File: src/rtl/ps_seizure_detector.sv
// ps_seizure_detector
//
// Decision stage behind the power-spectrum feature datapath. Each valid
// feature window is compared against a programmable signed threshold.
// After trig_count consecutive above-threshold windows a debounced alarm is
// raised. It is released after release_count consecutive below-threshold
// windows. A refractory holdoff of holdoff_windows valid windows must then
// pass before the detector can arm again.
//
// Ports:
//   clk         system clock, rising edge
//   rst         asynchronous, active-high reset
//   en          active-low enable; when high, all state holds and
//               din_valid / thr_wr are ignored
//   din         signed PS feature
//   din_valid   one-cycle strobe qualifying din
//   thr         signed threshold value
//   thr_wr      loads thr into the threshold register
//   alarm       registered, debounced detection flag
//   alarm_rise  one-cycle pulse on the first cycle alarm is high
//   event_cnt   number of alarms raised since reset, saturating
//   state_dbg   current FSM state encoding

module ps_seizure_detector #(
    parameter int input_width     = 40,
    parameter int count_width     = 8,
    parameter int trig_count      = 3,
    parameter int release_count   = 2,
    parameter int holdoff_windows = 4
) (
    input  logic                          clk,
    input  logic                          rst,
    input  logic                          en,
    input  logic signed [input_width-1:0] din,
    input  logic                          din_valid,
    input  logic signed [input_width-1:0] thr,
    input  logic                          thr_wr,
    output logic                          alarm,
    output logic                          alarm_rise,
    output logic        [count_width-1:0] event_cnt,
    output logic                    [1:0] state_dbg
);

    typedef enum logic [1:0] {
        IDLE    = 2'd0,
        PEND    = 2'd1,
        ALARM   = 2'd2,
        HOLDOFF = 2'd3
    } state_t;

    // The reset threshold is the most positive signed value. Because the
    // compare is strict, nothing can trigger until a real threshold is loaded.
    localparam logic signed [input_width-1:0] THR_RESET = {1'b0, {(input_width-1){1'b1}}};

    localparam logic [count_width-1:0] TRIG_C  = count_width'(trig_count);
    localparam logic [count_width-1:0] REL_C   = count_width'(release_count);
    localparam logic [count_width-1:0] HOLD_C  = count_width'(holdoff_windows);
    localparam logic [count_width-1:0] EVT_MAX = '1;

    state_t                          state;
    logic        [count_width-1:0]   cnt;
    logic        [count_width-1:0]   rcnt;
    logic        [count_width-1:0]   hcnt;
    logic signed [input_width-1:0]   thr_reg;

    logic                            step;
    logic                            above;
    logic        [count_width-1:0]   cnt_inc;
    logic        [count_width-1:0]   rcnt_inc;
    logic        [count_width-1:0]   hcnt_inc;

    // Only a qualified window while enabled advances anything. The compare
    // uses the registered threshold, so a same-cycle thr_wr only affects
    // later windows.
    assign step     = ~en & din_valid;
    assign above    = din > thr_reg;
    assign cnt_inc  = cnt + 1'b1;
    assign rcnt_inc = rcnt + 1'b1;
    assign hcnt_inc = hcnt + 1'b1;

    assign state_dbg = state;

    always_ff @(posedge clk or posedge rst) begin
        if (rst) begin
            state      <= IDLE;
            cnt        <= '0;
            rcnt       <= '0;
            hcnt       <= '0;
            thr_reg    <= THR_RESET;
            alarm      <= 1'b0;
            alarm_rise <= 1'b0;
            event_cnt  <= '0;
        end else begin
            // NOTE: non-blocking assignments throughout, so every branch
            // below reads the pre-edge values of state and counters.
            alarm_rise <= 1'b0;

            if (!en && thr_wr) begin
                thr_reg <= thr;
            end

            if (step) begin
                case (state)
                    IDLE: begin
                        if (above) begin
                            if (TRIG_C == 1) begin
                                cnt        <= '0;
                                state      <= ALARM;
                                alarm      <= 1'b1;
                                alarm_rise <= 1'b1;
                                if (event_cnt != EVT_MAX) event_cnt <= event_cnt + 1'b1;
                            end else begin
                                cnt   <= 1;
                                state <= PEND;
                            end
                        end
                    end

                    PEND: begin
                        if (above) begin
                            if (cnt_inc == TRIG_C) begin
                                cnt        <= '0;
                                state      <= ALARM;
                                alarm      <= 1'b1;
                                alarm_rise <= 1'b1;
                                if (event_cnt != EVT_MAX) event_cnt <= event_cnt + 1'b1;
                            end else begin
                                cnt <= cnt_inc;
                            end
                        end else begin
                            cnt   <= '0;
                            state <= IDLE;
                        end
                    end

                    ALARM: begin
                        if (above) begin
                            rcnt <= '0;
                        end else if (rcnt_inc == REL_C) begin
                            rcnt  <= '0;
                            alarm <= 1'b0;
                            state <= (HOLD_C == 0) ? IDLE : HOLDOFF;
                        end else begin
                            rcnt <= rcnt_inc;
                        end
                    end

                    HOLDOFF: begin
                        // Window value is irrelevant here; the window that
                        // finishes the holdoff is not evaluated for triggering.
                        if (hcnt_inc == HOLD_C) begin
                            hcnt  <= '0;
                            state <= IDLE;
                        end else begin
                            hcnt <= hcnt_inc;
                        end
                    end

                    default: state <= IDLE;
                endcase
            end
        end
    end

endmodule

File: config.mk
export PLATFORM = sky130hd
export DESIGN_NAME = ps_seizure_detector
export DESIGN_NICKNAME = d
export VERILOG_FILES = /design/src/rtl/ps_seizure_detector.sv
export SDC_FILE = /design/constraint.sdc
export NUM_CORES = 1
export LEC_CHECK = 0
export BUFFER_PORTS_ARGS = -buffer_cell sky130_fd_sc_hd__buf_2
export CAP_MARGIN = 20
export CORE_MARGIN = 4
export CORE_UTILIZATION = 55
export CTS_CLUSTER_DIAMETER = 120
export CTS_CLUSTER_SIZE = 24
export DETAILED_ROUTE_END_ITERATION = 10
export PLACE_DENSITY = 0.81
export SETUP_SLACK_MARGIN = 0.1
export SKIP_LAST_GASP = 1
export SLEW_MARGIN = 20
export SYNTH_ARGS = -nofsm -noshare
export SYNTH_HDL_FRONTEND = slang
export SYNTH_SLANG_ARGS = --single-unit
File: constraint.sdc
create_clock -name clk -period 3.25 [get_ports clk]
set_clock_uncertainty 0.05 [all_clocks]
set_input_delay 0.1625 -clock clk [delete_from_list [all_inputs] [get_ports clk]]
set_output_delay 0.1625 -clock clk [all_outputs]
set_load 0.05 [all_outputs]
==> metrics.cfg <==
[setup_path]
r2r-end = rcnt[5]
start_kind = flop
path_class = flop to flop
critical_path_arrival_ns = 3.32
crit_path_end = rcnt[5]
r2r_start = thr_reg[23]
required_ns = 3.45
ff2ff_path_depth = 11
crit_start = thr_reg[23]
reg2reg_slack_ns = 0.12
path_max_fanout = 6
critPathCaptureType = flop

[clock_network]
clockBufferDepth = 2
ctsRootBufferMaster = clkbuf_8
numCtsBuffers = 9
clk_pin_slew_ns = 0.08
clock_sinks = 76
clk_latency_ns = 0.36
htreeDepth = 3
cts_tree = built

[logic_synthesis]
synth-edff-count = 0
syn-cell-area_um2 = 4470
ys.flop_type = dfstp_2
synth_top_area_share_pct = 22.9
synth_area_leader_cell = dfstp_2
ys_seq_area_share_pct = 43.7
synth_seq_cells = 76
synth_area_leaders = dfstp_2 23%, dfrtp_1 21%, ha_1 13%
avgSynthCellArea_um2 = 9.37
synth_cells = 477
ys_types = 50
ys_warn_count = 0
syn_nets = 609
synthArstFlopShare_pct = 100

[global_routing]
grt_first_pass_wirelength_um = 18100
grt_usage_pct = 22.7
grt_pass1_vias = 4024
grt_antenna_before_repair = 0
grt_max_degree = 43
overflow = 0

[die]
die_height_um = 98.1
initial_core_util_pct = 57.2
die_x_um = 98.1
pin_count = 97
core_area_um2 = 7810
dieArea_um2 = 9630
rows = 32

[pwr]
ir_drop_mv = 0.260
p_sw_share_pct = 31.5
p_switching_mw = 0.910
p_per_area_nw_per_um2 = 495
leakage_nw = 2.75
internal_power_mw = 1.98
total_power_mw = 2.89
clock_power_share_pct = 31.0
p_comb_share_pct = 27.4
pwr-share-seq_pct = 41.6

[placed_design]
globalplace.congestion = 0.952
hpwl_um = 7160
place_ws_ns = 0.197
io_buffers = 96

[timing]
tightest_slew_ns = 0.741
setup_viol = 0
finalSetupTns_ns = 0
slew-limit-headroom_pct = 50.5
hold_violations = 0
clock.fmax_ghz = 0.320
fin_crit_ns = 3.13
fin_ws_ns = 0.124
finalCritPeriodShare_pct = 96.2
slew_violations = 0
whs_ns = 0.0163
rsz0062_at_grt = false

[outcome]
status = complete, no violations

[flow_run]
max-cap-violations = 0

[finish]
largest_register_ffs = 40
area_growth_pct = 30.6
nNetsFinal = 751
drive_gt1_share_pct = 29.0
fillCellCount = 521
postLayoutCoreUtil_pct = 74.8

[routing]
route.detailed.drc = 0
ant_nets = 0
vias_per_cell = 5.58
wl_per_cell_um = 15.2
vias = 4056
wirelength_um = 11000
dr.first_iter.drc_count = 193
first_pass_iters = 5

[min_path]
min_path_type = input port to flop

[kinds of logic after synthesis]
| group | synth area share (%) |
|---|---|
| AO/OA/AOI/OAI | 15.9 |
| XOR/XNOR | 2.74 |
| adder cells (fa/ha/maj) | 13.2 |
| buffers and inverters | 5.12 |
| flip-flops | 43.7 |
| multiplexers | 2.27 |
| AND/OR/NAND/NOR | 17.2 |
[worst max-delay path, stage by stage, from the launching register on]
cell and delay (ns):
dfstp_2 0.52, inv_1 0.05, ha_1 0.30, a21oi_1 0.18, o21ai_0 0.14, or4_4 0.53
a211oi_2 0.27, mux2i_2 0.35, buf_4 0.19, clkbuf_16 0.14, o21ai_1 0.07, a22o_1 0.23
[worst min-delay path by stage]
stage	startpoint	end	cells past startpoint
4_1_cts	thr[23]	thr_reg[23]	3
6_report	thr[23]	thr_reg[23]	3
2_1_floorplan	thr[10]	thr_reg[10]	2
3_5_place_dp	rst	thr_reg[39]	2
5_1_grt	thr[23]	thr_reg[23]	3
3_3_place_gp	rst	rcnt[4]	2
[cell usage after synthesis (2+ instances only)]
cell type,instances
nand2_1,66
o21ai_0,48
ha_1,47
inv_1,45
dfstp_2,39
dfrtp_1,37
a21oi_1,27
nand4_1,19
nor2_1,16
nand3_1,15
xnor2_1,14
and3_1,12
a22o_1,10
clkbuf_1,9
nor2b_1,9
nor3_1,6
o21ai_1,6
a21o_1,5
mux2_2,5
o2bb2ai_1,5
a22oi_1,2
and2_1,2
buf_1,2
mux2i_1,2
nor4_1,2
o31ai_1,2
or2_2,2
[routing by layer]
metal,vias to the layer above,part of all wire [%],track usage [%]
li1,1966,-,-
met1,1930,41,27.7
met2,136,52,39.8
met3,24,5.7,4.93
met4,0,1.9,7.35
met5,-,0,0
[area by class of cell]
class	instances	area, um^2	share of cell area [%]
antenna	1	2.50	0.0429
clock buffer	12	178	3.04
clock inverter	4	75.1	1.29
inverter	45	169	2.89
multi-input combinational	343	2330	40.0
sequential	76	1950	33.4
tap	102	128	2.19
timing repair buffer	144	1000	17.1
[placed cells by master, fill, tap and decap left out, types with 16 or more instances in the layout]
cell type / netlist / final
dfrtp_1: 37 / 37
ha_1: 47 / 45
nand2_1: 66 / 66
inv_1: 45 / 44
buf_2: 0 / 96
nand4_1: 19 / 19
nor2_1: 16 / 16
dfstp_2: 39 / 39
a21oi_1: 27 / 26
o21ai_0: 48 / 48
dlygate4sd3_1: 0 / 40
[power by group through the flow]
| stage | Clock, mW | Sequential (mW) | Combinational (mW) |
|---|---|---|---|
| after floorplan | 0 | 1.24 | 0.447 |
| after global placement | 0 | 1.21 | 0.650 |
| after detailed placement | 0 | 1.22 | 0.677 |
| after CTS | 0.904 | 1.20 | 0.718 |
| after global routing | 0.960 | 1.22 | 0.885 |
| final | 0.896 | 1.20 | 0.793 |
[repair_timing]
item / in CTS / in global routing
gates resized for setup: 0 / 5
endpoints found under the hold margin: 42 / 0
hold buffers: 40 / 0
setup endpoints to repair: 0 / 4
setup buffers: 0 / 2
[per-stage QoR]
stage               cells  cell area (um^2)
detailed placement    666              5080
global route          726              5830
floorplan             477              4470
global placement      666              5080
finish                727              5840
CTS                   722              5730
(Power assumes the default switching activity.)
